<file path="src/rtl/ras_ckpt_stack.sv">
// Circular return-address stack with overflow/underflow pulses and a small set of
// checkpoint slots so fetch can snapshot before a branch and repair on mispredict.
module ras_ckpt_stack #(
  parameter int unsigned ADDR_W = 17,
  parameter int unsigned DEPTH  = 16,
  parameter int unsigned CKPT_N = 4
) (
  input  logic                          clk,
  input  logic                          rst,
  input  logic                          push,
  input  logic                          pop,
  input  logic [ADDR_W-1:0]             push_addr,
  output logic [ADDR_W-1:0]             top,
  output logic                          top_valid,
  output logic [$clog2(DEPTH):0]        count,
  input  logic                          ckpt_save,
  input  logic [((CKPT_N > 1) ? $clog2(CKPT_N) : 1)-1:0] ckpt_wid,
  input  logic                          ckpt_restore,
  input  logic [((CKPT_N > 1) ? $clog2(CKPT_N) : 1)-1:0] ckpt_rid,
  input  logic                          flush,
  output logic                          overflow,
  output logic                          underflow
);

  localparam int unsigned PW = $clog2(DEPTH);
  localparam int unsigned CW = PW + 1;

  logic [PW-1:0]     ptr_q, ptr_d;
  logic [CW-1:0]     cnt_q, cnt_d;
  logic [ADDR_W-1:0] mem_q [DEPTH];
  logic              ovf_q, ovf_d;
  logic              unf_q, unf_d;

  logic              ck_valid_q [CKPT_N];
  logic [PW-1:0]     ck_ptr_q   [CKPT_N];
  logic [CW-1:0]     ck_cnt_q   [CKPT_N];
  logic [ADDR_W-1:0] ck_tos_q   [CKPT_N];

  logic              mem_we;
  logic [PW-1:0]     mem_waddr;
  logic [ADDR_W-1:0] mem_wdata;
  logic              save_en;
  logic              ck_clr;
  logic              full;
  logic              restore_hit;

  assign full        = (cnt_q == CW'(DEPTH));
  assign restore_hit = ckpt_restore && ck_valid_q[ckpt_rid];

  always_comb begin
    ptr_d     = ptr_q;
    cnt_d     = cnt_q;
    mem_we    = 1'b0;
    mem_waddr = ptr_q;
    mem_wdata = push_addr;
    save_en   = 1'b0;
    ck_clr    = 1'b0;
    ovf_d     = 1'b0;
    unf_d     = 1'b0;
    if (flush) begin
      ck_clr = 1'b1;
      ptr_d  = '0;
      cnt_d  = '0;
    end else if (restore_hit) begin
      ptr_d     = ck_ptr_q[ckpt_rid];
      cnt_d     = ck_cnt_q[ckpt_rid];
      mem_we    = 1'b1;
      mem_waddr = ck_ptr_q[ckpt_rid];
      mem_wdata = ck_tos_q[ckpt_rid];
    end else begin
      save_en = ckpt_save;
      if (push && pop) begin
        // Call-through-return: replace top in place; an empty stack gains one entry.
        mem_we = 1'b1;
        if (cnt_q == '0) cnt_d = CW'(1);
      end else if (push) begin
        ptr_d     = ptr_q + PW'(1);
        mem_we    = 1'b1;
        mem_waddr = ptr_q + PW'(1);
        cnt_d     = full ? cnt_q : cnt_q + CW'(1);
        ovf_d     = full;
      end else if (pop) begin
        if (cnt_q == '0) begin
          unf_d = 1'b1;
        end else begin
          ptr_d = ptr_q - PW'(1);
          cnt_d = cnt_q - CW'(1);
        end
      end
    end
  end

  always_ff @(posedge clk) begin
    if (rst) begin
      ptr_q <= '0;
      cnt_q <= '0;
      ovf_q <= 1'b0;
      unf_q <= 1'b0;
      for (int unsigned i = 0; i < DEPTH; i++) mem_q[i] <= '0;
      for (int unsigned j = 0; j < CKPT_N; j++) begin
        ck_valid_q[j] <= 1'b0;
        ck_ptr_q[j]   <= '0;
        ck_cnt_q[j]   <= '0;
        ck_tos_q[j]   <= '0;
      end
    end else begin
      ptr_q <= ptr_d;
      cnt_q <= cnt_d;
      ovf_q <= ovf_d;
      unf_q <= unf_d;
      if (mem_we) mem_q[mem_waddr] <= mem_wdata;
      if (ck_clr) begin
        for (int unsigned j = 0; j < CKPT_N; j++) ck_valid_q[j] <= 1'b0;
      end else if (save_en) begin
        // Snapshot reflects state before this cycle's push/pop.
        ck_valid_q[ckpt_wid] <= 1'b1;
        ck_ptr_q[ckpt_wid]   <= ptr_q;
        ck_cnt_q[ckpt_wid]   <= cnt_q;
        ck_tos_q[ckpt_wid]   <= mem_q[ptr_q];
      end
    end
  end

  assign top       = mem_q[ptr_q];
  assign top_valid = (cnt_q != '0);
  assign count     = cnt_q;
  assign overflow  = ovf_q;
  assign underflow = unf_q;

endmodule

</file>
<file path="config.mk">
export PLATFORM = sky130hd
export DESIGN_NAME = ras_ckpt_stack
export DESIGN_NICKNAME = d
export VERILOG_FILES = /design/src/rtl/ras_ckpt_stack.sv
export SDC_FILE = /design/constraint.sdc
export NUM_CORES = 1
export LEC_CHECK = 0
export ABC_AREA = 0
export BUFFER_PORTS_ARGS = -buffer_cell sky130_fd_sc_hd__buf_2
export CAP_MARGIN = 10
export CORE_ASPECT_RATIO = 0.6
export CORE_MARGIN = 2
export CORE_UTILIZATION = 54
export DETAILED_ROUTE_END_ITERATION = 16
export GPL_TIMING_DRIVEN = 0
export PLACE_DENSITY = 0.69
export SYNTH_ARGS = -nofsm -noshare
export SYNTH_HDL_FRONTEND = slang
export SYNTH_SLANG_ARGS = --single-unit
</file>
<file path="constraint.sdc">
create_clock -name clk -period 9.85 [get_ports clk]
set_clock_uncertainty 0.15 [all_clocks]
set_input_delay 0 -clock clk [delete_from_list [all_inputs] [get_ports clk]]
set_output_delay 0 -clock clk [all_outputs]
set_load 0.03 [all_outputs]
</file>
* Yosys cells after proc, flatten, opt, wreduce, memory -nomap -nowiden
Memories as Yosys holds them, arrays and structs flattened. A register that Yosys moved wholly into a read port is not among the register bits. Cells that the tools add are included.
Storage, ports and cells: memory bits (writable) 380, output and inout bits 25, word-level logic and storage cells 100, memories kept 5, flip-flop bits (word level) 11
Memories:
- mem_q | words 16, width 17, rd ports 1, clocked after Yosys merged registers in 1, write ports 16, RTL line 30 | logic [ADDR_W-1:0] mem_q [DEPTH];
- ck_tos_q | words 4, width 17, rd ports 1, clocked after Yosys merged registers in 0, write ports 4, RTL line 37 | logic [ADDR_W-1:0] ck_tos_q [CKPT_N];
- ck_cnt_q | words 4, width 5, rd ports 1, clocked after Yosys merged registers in 0, write ports 4, RTL line 36 | logic [CW-1:0] ck_cnt_q [CKPT_N];
- ck_ptr_q | words 4, width 4, rd ports 1, clocked after Yosys merged registers in 0, write ports 4, RTL line 35 | logic [PW-1:0] ck_ptr_q [CKPT_N];
- ck_valid_q | words 4, width 1, rd ports 1, clocked after Yosys merged registers in 0, write ports 4, RTL line 34 | logic ck_valid_q [CKPT_N];
Operators by class: equal/unequal tests 6, $add $sub $neg 4, reductions and logical operators 16, bitwise operators 6, muxes and demuxes 59
Operator list (number):
- two-way mux 17 bit | 4
- two-way mux 4 bit | 13
- two-way mux 5 bit | 8
- OR reduction 17 bit | 2
- two-way mux 1 bit | 30
- OR reduction 5 bit | 2
- two-way mux 2 bit | 4
- OR reduction 6 bit | 1
- adder 5 x 1 -> 5 bit, second input constant | 1
- == test 5 bit, second input constant | 1
- logical NOT 5 bit | 1
- nonzero test 5 bit | 1
- subtractor 5 x 1 -> 5 bit, second input constant | 1
- adder 4 x 1 -> 4 bit, second input constant | 1
- != test 4 x 2 -> 1 bit, second input constant | 1
- != test 4 bit, second input constant | 1
- OR 1 bit | 4
- AND reduction 4 bit | 1
- nonzero test 4 bit | 1
- OR reduction 4 bit | 1
- subtractor 4 x 1 -> 4 bit, second input constant | 1
- != test 3 x 2 -> 1 bit, second input constant | 1
- != test 3 bit, second input constant | 1
- AND reduction 3 bit | 1
- 6 further kinds | 8

* Depth between registers and ports, before layout
An unclocked memory read counts as a cell.
depth in word-level cells 10, gate-level depth with buffers 10

* Least setup slack after synthesis
OpenSTA, ideal clock, no wires.
kind flip-flop to flip-flop, from register ptr_q[0], to memory mem_q[1][0] (enable), data arrival time 3309 ps, setup slack 5977 ps, library setup time 415 ps, cell stages (with the launch flop) 10, cell sequence dfxtp_1 -> inv_1 -> ha_1 -> a21bo_2 -> a222oi_1 -> a211o_1 -> buf_4 -> nand3_2 -> buf_2 -> o21ai_0
RTL lines:
- start: declaration | RTL line 28 | logic [PW-1:0] ptr_q, ptr_d;
- start signal: assignment | RTL line 107 | ptr_q <= ptr_d;
- end: declaration | RTL line 30

==> summary.txt <==
Final layout
  – Most common cell after layout, fill and taps aside: edfxtp_1
  – Layout Cells excl Fill: 1,799
  – Register area: 0.01167 mm²
  – Area delta synth->final: 12.67%
  – Layout cell share with drive strength beyond 1: 26.29%
  – Fill count: 2,547
  – Finished Cell Area: 0.02083 mm²
  – Commonest non-fill, non-tap cells in the layout: edfxtp_1 (376), nor3_1 (156), mux4_2 (110), buf_2 (102)
  – Area of the multi-input gates: 0.006267 mm²
  – Layout Utilization: 61.79%
  – Nets: 1,351

Route
  – DRT Pass-1 Iters: 5
  – Drc violations: 0
  – Via/cell ratio: 6.805
  – Final ANT Viol Nets: 0
  – Routed WL per cell: 28.98 µm
  – Total Wirelength: 52,130 µm
  – Vias: 12,240
  – DRT iter0 DRCs: 1,865

Logic synthesis
  – Mapped Nets: 1,236
  – Synth Register Bits: 395
  – Mapped Cells: 1,200
  – Cell Area, Synth: 0.01848 mm²
  – Post-synth top flop: edfxtp_1
  – Post-synth ARST share: 0%
  – Post-synthesis sequential area ratio: 63.14%
  – Number of flops mapped to enable cells by yosys: 376
  – Syn_area_per_cell: 15.40 µm²
  – Synth Warn #: 0
  – Synth cell types: 71
  – Post-synth top area cell: edfxtp_1
  – Top cell type's share of synthesized area: 61.08%
  – Synth area leaders: edfxtp_1 (61%), mux4_2 (13%), nor3_1 (4.2%)

Timing
  – Setup_tns: 0 ps
  – RSZ-0062 raised after global routing: false
  – Worst-margin pin slew: 1185 ps
  – Final Hold Fails: 0
  – Final number of max-transition violations: 0
  – Fin crit period: 4089 ps
  – Setup violations, final: 0
  – Tcrit/Tclk final: 41.51%
  – Maximum operating frequency: 0.2446 GHz
  – Final setup margin: 5762 ps
  – WHS: 18.20 ps
  – Relative slew margins: 20.99%

Clock network
  – CTS tree: yes
  – Clock Tree Buf Depth: 3
  – PostCTS Resize Cnt: 0
  – CTS sink cnt: 395
  – Clock Latency Late Sink: 550 ps
  – Post-CTS setup buffers: 0
  – Num CTS Buffers: 37
  – Root cell of the clock tree: clkbuf_16
  – H-tree depth: 2
  – Worst-path clk slew: 70 ps

Power
  – Total power: 3.739 mW
  – Power share of the combinational group: 11.5%
  – Power Internal: 2.791 mW
  – Power per Cell Area: 179.6 mW/mm²
  – Clock power share: 37.1%
  – Lkg Pwr: 7.034 nW
  – Part of the power in registers: 51.5%
  – Sw power: 0.9487 mW
  – Switch share: 25.37%
  – Max VDD drop: 0.0001223 V

Placed design
  – Port Buffers: 51
  – Placed Cells: 1,719
  – Dpl cell area: 0.01955 mm²
  – RD Place Congestion: 0.8889
  – Place WS: 6011 ps
  – Post-DP HPWL: 37,460 µm

Floorplanning
  – DIE AREA: 0.03577 mm²
  – I/O Pins: 53
  – Die width: 242.9 µm
  – Std cell rows: 52
  – Initial Util: 54.84%
  – Core ar.: 0.03370 mm²
  – Die H: 147.3 µm

Worst setup path
  – Crit path launch type: flip-flop
  – CP cell instances: inv_1 -> ha_1 -> a21bo_2 -> a222oi_1 -> a211o_1 -> buf_4 -> nand3_2 -> buf_2 -> o21ai_2 -> buf_8
  – Crit Path Category: flip-flop to flip-flop
  – CP top delay family: compound AO/OA/AOI/OAI gates
  – CP endpoint kind: flip-flop
  – Crit Path Max Fanout: 11
  – Data arrival, critical path: 4190 ps
  – CP required: 9950 ps
  – CP bufs+invs: 4
  – Slowest stage cell, crit path: a222oi_1
  – Largest stage delay, worst path: 540 ps

Global routing
  – Total grt overflow: 0
  – Vias in the first global route: 11,930
  – First-pass GRT wire length: 78,090 µm
  – Pin count of the biggest net entering global routing: 27
  – Total track usage: 29.80%
  – Initial antenna violation count: 1

Run
  – Max Cap Violations: 0

Min path
  – Min-Delay Path Class: input pin to flip-flop

Run status
  – Status: complete, no violations
## final timing paths
path                       from             to  slack, ps  depth (start not counted)
setup / recovery       ptr_q[0]   mem_q[1][10]       5760                         10
hold / removal    push_addr[12]   mem_q[5][12]         20                          3
setup reg to reg       ptr_q[0]   mem_q[1][10]       5760                         10
hold reg to reg   ck_valid_q[3]  ck_valid_q[3]        310                          2
## final cells by class
cell class / count / area share, %
antenna: 1 / 0.01202
buffer: 124 / 2.866
clock buffer: 47 / 4.879
clock inverter: 16 / 0.4746
inverter: 8 / 0.1442
multi-input combinational: 673 / 30.09
sequential: 395 / 56.04
tap: 459 / 2.758
timing repair buffer: 76 / 2.728
## cells in the mapped netlist (3+ instances only)
master,instances
buf_1,6
mux2i_1,21
a211oi_1,3
inv_1,7
nor4_1,99
nand2_1,14
and3_1,4
a211o_1,4
nor3_1,156
a21o_1,15
buf_4,4
or2_2,5
buf_6,7
nor2b_1,3
nor3_2,30
o21ai_0,8
and2_1,99
clkbuf_1,56
nor2_1,11
xnor2_1,4
buf_2,51
edfxtp_1,376
nand3_1,11
nand3_2,3
ha_1,7
mux4_2,110
o31ai_1,4
mux2_2,4
nand4_1,3
dfxtp_1,19
a21oi_1,8
## worst min-delay path, delay by kind of cell
| kind | cells | cell delay [ps] |
|---|---|---|
| simple gates | 1 | 240 |
| buf+inv | 1 | 80 |
| mux | 1 | 250 |
## layer usage
layer  global-route usage (%)  vias up  part of all wire, %
li1                         -     5059                    -
met1                    47.60     6179                   43
met2                    40.67      922                   42
met3                    7.526       80                   13
met4                    7.607        2                  2.2
met5                        0        -                0.044
## timing repair
action | in CTS | in global routing
endpoints found under the hold margin | 49 | 0
endpoints found under the setup margin | 0 | 0
hold buffers | 16 | 0
## sequential cells by signal, indices dropped and copies added (netlist names), named ones only
signal / count
ck_cnt_q: 20
ck_ptr_q: 16
ck_tos_q: 68
ck_valid_q: 4
count: 5
mem_q: 272
overflow: 1
ptr_q: 4
underflow: 1
## power by group through the flow
stage | Combinational [mW] | Sequential [mW] | Clock (mW)
6_report | 0.429 | 1.92 | 1.39
5_1_grt | 0.448 | 1.93 | 1.45
4_1_cts | 0.422 | 1.92 | 1.38
3_5_place_dp | 0.416 | 1.96 | 0
3_3_place_gp | 0.399 | 1.96 | 0
2_1_floorplan | 0.261 | 1.95 | 0
## kinds of logic after synthesis
group	Yosys count	share of synthesized area, %
multiplexers	136	14.86
AND/OR/NAND/NOR	452	14.70
AO/OA/AOI/OAI	72	3.087
flip-flops	395	63.14
adder cells (fa/ha/maj)	8	0.5821
buffers and inverters	132	3.391
XOR/XNOR	5	0.2369
Power figures use the tool's default switching activity.
